===== src/rtl/mc_controller.sv =====
// -----------------------------------------------------------------------------
// mc_controller
//   Multicycle main control FSM for the MIPS core. Steps each instruction
//   through fetch, decode, execute, memory and writeback. It drives the
//   datapath mux and enable controls and the 3-bit aluop used by aludec.
//   Memory states wait for mem_ready. An illegal opcode or a memory wait
//   longer than TIMEOUT_CYCLES cycles puts the FSM in a sticky FAULT state.
//
// Parameters
//   TIMEOUT_CYCLES  max cycles a memory state waits for mem_ready (>= 2)
//
// Ports
//   clk        in   1  clock, rising edge
//   reset      in   1  asynchronous, active-low reset
//   op         in   6  opcode from the instruction register
//   mem_ready  in   1  memory completed the current access this cycle
//   mem_req    out  1  memory access request
//   memwrite   out  1  memory write strobe
//   iord       out  1  0: address = PC, 1: address = ALUOut
//   irwrite    out  1  instruction register load
//   pcwrite    out  1  unconditional PC load
//   branch     out  1  conditional PC load (ANDed with zero in datapath)
//   pcsrc      out  2  00 ALU result, 01 ALUOut, 10 jump target
//   alusrca    out  1  0: PC, 1: rs
//   alusrcb    out  2  00 rt, 01 const 4, 10 signimm, 11 signimm<<2
//   aluop      out  3  000 add,001 sub,010 rtype,011 and,100 or,101 slt,110 dadd
//   regdst     out  1  0: rt, 1: rd
//   memtoreg   out  1  0: ALUOut, 1: memory data
//   regwrite   out  1  register file write enable
//   fault      out  1  sticky error flag
//   state      out  4  current state encoding (debug)
// -----------------------------------------------------------------------------
module mc_controller #(
  parameter int TIMEOUT_CYCLES = 16
) (
  input  logic       clk,
  input  logic       reset,
  input  logic [5:0] op,
  input  logic       mem_ready,
  output logic       mem_req,
  output logic       memwrite,
  output logic       iord,
  output logic       irwrite,
  output logic       pcwrite,
  output logic       branch,
  output logic [1:0] pcsrc,
  output logic       alusrca,
  output logic [1:0] alusrcb,
  output logic [2:0] aluop,
  output logic       regdst,
  output logic       memtoreg,
  output logic       regwrite,
  output logic       fault,
  output logic [3:0] state
);

  localparam int CNT_W = $clog2(TIMEOUT_CYCLES);
  localparam logic [CNT_W-1:0] CNT_LAST = CNT_W'(TIMEOUT_CYCLES - 1);

  typedef enum logic [3:0] {
    S_FETCH  = 4'd0,
    S_DECODE = 4'd1,
    S_MEMADR = 4'd2,
    S_MEMRD  = 4'd3,
    S_MEMWB  = 4'd4,
    S_MEMWR  = 4'd5,
    S_RTEX   = 4'd6,
    S_RTWB   = 4'd7,
    S_BEQEX  = 4'd8,
    S_IMMEX  = 4'd9,
    S_IMMWB  = 4'd10,
    S_JEX    = 4'd11,
    S_FAULT  = 4'd15
  } state_t;

  state_t           state_q, state_d;
  logic [CNT_W-1:0] cnt_q, cnt_d;
  logic [2:0]       imm_aluop_q, imm_aluop_d;
  logic             wait_st;

  always_ff @(posedge clk or negedge reset) begin
    if (!reset) begin
      state_q     <= S_FETCH;
      cnt_q       <= '0;
      imm_aluop_q <= 3'b000;
    end else begin
      state_q     <= state_d;
      cnt_q       <= cnt_d;
      imm_aluop_q <= imm_aluop_d;
    end
  end

  assign state = state_q;

  always_comb begin
    state_d     = state_q;
    imm_aluop_d = imm_aluop_q;
    wait_st     = 1'b0;
    mem_req     = 1'b0;
    memwrite    = 1'b0;
    iord        = 1'b0;
    irwrite     = 1'b0;
    pcwrite     = 1'b0;
    branch      = 1'b0;
    pcsrc       = 2'b00;
    alusrca     = 1'b0;
    alusrcb     = 2'b00;
    aluop       = 3'b000;
    regdst      = 1'b0;
    memtoreg    = 1'b0;
    regwrite    = 1'b0;
    fault       = 1'b0;

    case (state_q)
      S_FETCH: begin
        wait_st = 1'b1;
        mem_req = 1'b1;
        alusrcb = 2'b01;
        // IR and PC load in the same cycle the fetch data arrives.
        irwrite = mem_ready;
        pcwrite = mem_ready;
        if (mem_ready) state_d = S_DECODE;
      end
      S_DECODE: begin
        // Precompute the branch target (PC+4 + signimm<<2) while decoding.
        alusrcb = 2'b11;
        case (op)
          6'b100011, 6'b101011,
          6'b110111, 6'b111111: state_d = S_MEMADR;
          6'b000000:            state_d = S_RTEX;
          6'b000100:            state_d = S_BEQEX;
          6'b001000: begin state_d = S_IMMEX; imm_aluop_d = 3'b000; end
          6'b001100: begin state_d = S_IMMEX; imm_aluop_d = 3'b011; end
          6'b001101: begin state_d = S_IMMEX; imm_aluop_d = 3'b100; end
          6'b001010: begin state_d = S_IMMEX; imm_aluop_d = 3'b101; end
          6'b011000: begin state_d = S_IMMEX; imm_aluop_d = 3'b110; end
          6'b000010:            state_d = S_JEX;
          default:              state_d = S_FAULT;
        endcase
      end
      S_MEMADR: begin
        alusrca = 1'b1;
        alusrcb = 2'b10;
        if (op == 6'b100011 || op == 6'b110111) state_d = S_MEMRD;
        else                                      state_d = S_MEMWR;
      end
      S_MEMRD: begin
        wait_st = 1'b1;
        mem_req = 1'b1;
        iord    = 1'b1;
        if (mem_ready) state_d = S_MEMWB;
      end
      S_MEMWB: begin
        memtoreg = 1'b1;
        regwrite = 1'b1;
        state_d  = S_FETCH;
      end
      S_MEMWR: begin
        wait_st  = 1'b1;
        mem_req  = 1'b1;
        iord     = 1'b1;
        memwrite = 1'b1;
        if (mem_ready) state_d = S_FETCH;
      end
      S_RTEX: begin
        alusrca = 1'b1;
        aluop   = 3'b010;
        state_d = S_RTWB;
      end
      S_RTWB: begin
        regdst   = 1'b1;
        regwrite = 1'b1;
        state_d  = S_FETCH;
      end
      S_BEQEX: begin
        alusrca = 1'b1;
        aluop   = 3'b001;
        branch  = 1'b1;
        pcsrc   = 2'b01;
        state_d = S_FETCH;
      end
      S_IMMEX: begin
        alusrca = 1'b1;
        alusrcb = 2'b10;
        aluop   = imm_aluop_q;
        state_d = S_IMMWB;
      end
      S_IMMWB: begin
        regwrite = 1'b1;
        state_d  = S_FETCH;
      end
      S_JEX: begin
        pcwrite = 1'b1;
        pcsrc   = 2'b10;
        state_d = S_FETCH;
      end
      S_FAULT: begin
        fault = 1'b1;
      end
      // Unused encodings are treated as corruption and trapped.
      default: state_d = S_FAULT;
    endcase

    // A late mem_ready on the final allowed cycle still wins over the timeout.
    if (wait_st && !mem_ready && cnt_q == CNT_LAST) state_d = S_FAULT;

    if (state_d != state_q)                            cnt_d = '0;
    else if (wait_st && !mem_ready && cnt_q != CNT_LAST) cnt_d = cnt_q + 1'b1;
    else                                                cnt_d = cnt_q;
  end

endmodule


===== config.mk =====
export PLATFORM = sky130hd
export DESIGN_NAME = mc_controller
export DESIGN_NICKNAME = d
export VERILOG_FILES = /design/src/rtl/mc_controller.sv
export SDC_FILE = /design/constraint.sdc
export NUM_CORES = 1
export LEC_CHECK = 0
export BUFFER_PORTS_ARGS = -buffer_cell sky130_fd_sc_hd__clkbuf_2
export CORE_MARGIN = 10
export CORE_UTILIZATION = 25
export CTS_BUF_LIST = sky130_fd_sc_hd__clkbuf_16
export DETAILED_ROUTE_END_ITERATION = 10
export GPL_ROUTABILITY_DRIVEN = 0
export PLACE_DENSITY = 0.55
export SLEW_MARGIN = 20
export SYNTH_ARGS = -nofsm -noshare
export SYNTH_HDL_FRONTEND = slang
export SYNTH_SLANG_ARGS = --single-unit

===== constraint.sdc =====
create_clock -name clk -period 1.7 [get_ports clk]
set_clock_uncertainty 0.2 [all_clocks]
set_input_delay 0.255 -clock clk [delete_from_list [all_inputs] [get_ports clk]]
set_output_delay 0.255 -clock clk [all_outputs]
set_load 0.02 [all_outputs]

Word-level counts from Yosys, hierarchy flattened --
Index checks and enable logic that the tools add are counted. W data, S select, Z words.
Word-level totals: bits in registers 11, bits of input ports 9, output and inout port bits 22, word-level logic and storage cells 72
Cells by class: $add $sub $neg 1, eq/ne operators 26, mux-type cells 24, reductions and logical operators 18
Operator list (count):
- $pmux W4 S9 | 1
- $eq A4 B4 Y1 const B | 6
- $eq A6 B4 Y1 const B | 4
- $eq A6 B6 Y1 const B | 4
- $mux W4 | 6
- $pmux W4 S5 | 1
- $eq A4 B3 Y1 const B | 4
- $pmux W3 S5 | 1
- $mux W1 | 10
- $reduce_or A5 Y1 | 2
- $pmux W3 S3 | 1
- $eq A4 B2 Y1 const B | 2
- $reduce_or A4 Y1 | 2
- $eq A6 B2 Y1 const B | 1
- $eq A6 B3 Y1 const B | 1
- $eq A6 B5 Y1 const B | 1
- $logic_not A6 Y1 | 1
- $pmux W2 S3 | 1
- $reduce_or A3 Y1 | 2
- $reduce_bool A5 Y1 | 1
- $add A4 B1 Y4 const B | 1
- $eq A4 B1 Y1 const B | 1
- $logic_not A4 Y1 | 1
- $ne A4 B4 Y1 | 1
- other kinds (10) | 13

Logic depth before layout (Yosys ltp) --
depth in word-level cells 8, mapped depth 7, gate-level depth less buffers 6

Worst setup path after synthesis --
Ideal clock, no wire load.
path kind flip-flop to output port, start point register state_q[2], in the netlist state[2], end point output port pcsrc[0], data arrival time 1.793 ns, slack -0.548 ns, stages on the path, launching flop included 6, cells stage by stage dfrtp_1 > buf_6 > clkbuf_1 > nand2b_1 > nor3_1 > buf_4
Between the ends: cells in the longest elaborated chain, start to end 2, elaborated cells on any way between the ends 3, classes of those cells eq/ne (2); mux (1)
Ends and longest elaborated chain:
- from (decl) | line 76 | state_t state_q, state_d;
- from (signal assigned) | line 87 | state_q <= state_d;
- $eq A4 B4 Y1 | line 114 | case (state_q)
- $pmux W2 S2 * | line 114
- to (decl) | line 46 | output logic [1:0] pcsrc,
Every way passes the cells marked *; elsewhere a longest branch is shown, timed or not.

Worst setup path in the final report --
start point register state_q[2], in the netlist state[2], end point register cnt_q[0]
Between the ends: cells in the longest elaborated chain, start to end 8, elaborated cells on any way between the ends 27, classes of those cells eq/ne (13); mux (7); reduce/logical (7)
Ends and longest elaborated chain:
- parallel branches: the longest is 8 deep, another holds $pmux W4 S9
- to (signal assigned) | line 88 | cnt_q <= cnt_d;
- to (decl) | line 77 | logic [CNT_W-1:0] cnt_q, cnt_d;
Parallel ways; which one is timed is not known. A chain may end at the register's enable or synchronous reset.

==> flow_metrics.env <==
export IMPL_viasPerCell=4.98
export IMPL_root_buffer="clkbuf_16"
export IMPL_cp_max_fo=8
export IMPL_hold_path_class="primary input to flop"
export IMPL_dr_first_iter_drc_count=40
export IMPL_timing_fmax_mhz=498
export IMPL_ys_ff_latch=11
export IMPL_numPortBuffers=30
export IMPL_syn_nets=164
export IMPL_violations="negative setup slack"
export IMPL_row_count=24
export IMPL_p_per_area_nw_per_um2=1860
export IMPL_tightest_slew_ns=0.421
export IMPL_core_area_um2=4410
export IMPL_die_area_um2=7740
export IMPL_cts_tree="yes"
export IMPL_clk_latency_ns=0.23
export IMPL_finalSetupViolations=27
export IMPL_holdWs_ns=0.233
export IMPL_multi_input_area_um2=1070
export IMPL_drive_gt1_share_pct=65.1
export IMPL_synth_edff_count=0
export IMPL_max_vdd_ir_drop_mv=0.653
export IMPL_rsz0062_at_grt="yes"
export IMPL_min_period_over_period_pct=118
export IMPL_start_kind="flop"
export IMPL_wl_per_cell_um=14.7
export IMPL_htreeDepth=1
export IMPL_slew_violations=0
export IMPL_yosysSeqAreaShare_pct=23.8
export IMPL_diodes=0
export IMPL_area_growth_pct=118
export IMPL_fin_util_pct=57.1
export IMPL_syn_inst=154
export IMPL_synth_ff_type="dfrtp_1"
export IMPL_clock_sinks=11
export IMPL_antenna_found_initial=0
export IMPL_period_needed_ns=2.01
export IMPL_leakage_nw=1.10
export IMPL_hpwl_um=3070
export IMPL_ys_types=50
export IMPL_end_kind="flop"
export IMPL_hold_violations=0
export IMPL_drv_cap=0
export IMPL_final_nets=260
export IMPL_grt_overflow=0
export IMPL_path_class="flop to flop"
export IMPL_relSlewSlack_pct=71.7
export IMPL_layout_setup_ws_ns=-0.308
export IMPL_required_ns=1.61
export IMPL_path_clk_slew_ns=0.04
export IMPL_yosysWarnings=0
export IMPL_die_y_um=88.0
export IMPL_grt_pass1_wl_um=6980
export IMPL_initial_core_util_pct=26.2
export IMPL_async_reset_ff_share_pct=100
export IMPL_crit_arrival_ns=1.92
export IMPL_fp_dieW_um=88.0
export IMPL_regArea_um2=280
export IMPL_syn_area_um2=1150
export IMPL_synth_area_per_cell_um2=7.50
export IMPL_outcome="finished, violations left"
export IMPL_n_fill_cell=360
export IMPL_num_vias=1500
export IMPL_firstDrtPassIters=4
export IMPL_routed_wl_um=4430
export IMPL_grt_total_usage_pct=10.8
export IMPL_mostFrequentLayoutCells="49 x buf_4, 22 x buf_6, 11 x nor2_1, 11 x clkbuf_2"
export IMPL_cts_buffer_depth=2
export IMPL_ant_nets=0
export IMPL_io_pin_count=31
export IMPL_grt_pass1_vias=1552
export IMPL_drc_errors=0
export IMPL_layout_commonest_cell="buf_4"
export IMPL_cts_made_buffers=3
export IMPL_grt_max_degree=12
-- final timing paths --
kind | startpoint | endpoint | slack (ns) | cells after the start
max reg2reg | state[2] | cnt_q[0] | -0.31 | 7
max in group asynchronous | reset | state[3] | 0.81 | 2
max | state[2] | cnt_q[0] | -0.31 | 7
min in group asynchronous | reset | imm_aluop_q[2] | 0.25 | 2
min | op[5] | state[2] | 0.23 | 3
min reg2reg | imm_aluop_q[0] | imm_aluop_q[0] | 0.30 | 2
-- cell usage after synthesis, types with 3 or more instances --
cell      number  area share (%)
nor2_1        20             6.5
a21oi_1        5             2.2
and2_1         3             1.6
dfrtp_1       11              24
nand3_1        5             2.2
xnor2_1        5             3.8
nor3_1        11             4.8
clkbuf_1       4             1.3
nor2b_1        4             2.2
o21ai_0        8             3.5
buf_2          5             2.2
o21ai_1        3             1.3
a31oi_1        3             1.6
nand2b_1       7             3.8
nand2_1       14             4.6
-- worst max-delay path: stages, from the launching register on --
cell     delay [ns]
dfrtp_2        0.47
buf_6          0.14
nor2b_4        0.12
o32a_4         0.41
nor3b_4        0.22
buf_4          0.16
xnor2_2        0.12
nor3_2         0.05
-- state kept, by name (all words and copies together), names as in the netlist --
register,count
imm_aluop_q,3
cnt_q,4
state,4
-- cells by family after synthesis --
| logic type | count (synthesis) | synth area share, % |
|---|---|---|
| simple gates | 83 | 40.0 |
| flops | 11 | 23.8 |
| fa+ha+maj | 1 | 1.08 |
| mux | 2 | 1.73 |
| compound gates | 36 | 21.8 |
| xor+xnor | 6 | 4.55 |
| buf+inv | 15 | 7.04 |
-- routing by layer --
layer	vias to the layer above	GRT usage (%)	wire length (um)
met5	-	0	0
met4	0	5.22	68
met3	6	1.02	189
met2	36	18.9	2240
met1	709	12.9	1930
li1	749	-	-
-- final cells by class --
| class | count | area share (%) |
|---|---|---|
| Clock inverter | 1 | 0.149 |
| Inverter | 2 | 0.298 |
| Timing Repair Buffer | 104 | 40.3 |
| Multi-Input combinational cell | 128 | 42.6 |
| Sequential cell | 11 | 11.1 |
| Tap cell | 52 | 2.58 |
| Clock buffer | 3 | 2.98 |
-- power breakdown --
part | internal, mW | switching, mW
Sequential | 0.339 | 0.122
Combinational | 2.07 | 1.74
Clock | 0.307 | 0.103
-- repair_timing --
action                                 CTS  global route
gates cloned                             0             1
pin swaps                               17            14
setup endpoints to repair               29            29
hold buffers                             1             0
buffers inserted                        11            13
resized for setup                       69            49
endpoints found under the hold margin   11             0
-- metrics by stage --
| step | setup TNS [ns] | power [mW] | std cells | cell area [um^2] | setup slack [ns] |
|---|---|---|---|---|---|
| floorplan | -1.76 | 2.02 | 154 | 1310 | -0.228 |
| global placement | -1.96 | 2.88 | 274 | 1830 | -0.225 |
| detailed placement | -2.05 | 2.88 | 274 | 1830 | -0.226 |
| CTS | -4.24 | 4.07 | 290 | 2280 | -0.283 |
| global route | -6.26 | 4.97 | 301 | 2520 | -0.370 |
| finish | -4.62 | 4.68 | 301 | 2520 | -0.308 |
No activity file was read; power rests on OpenSTA's default activity.
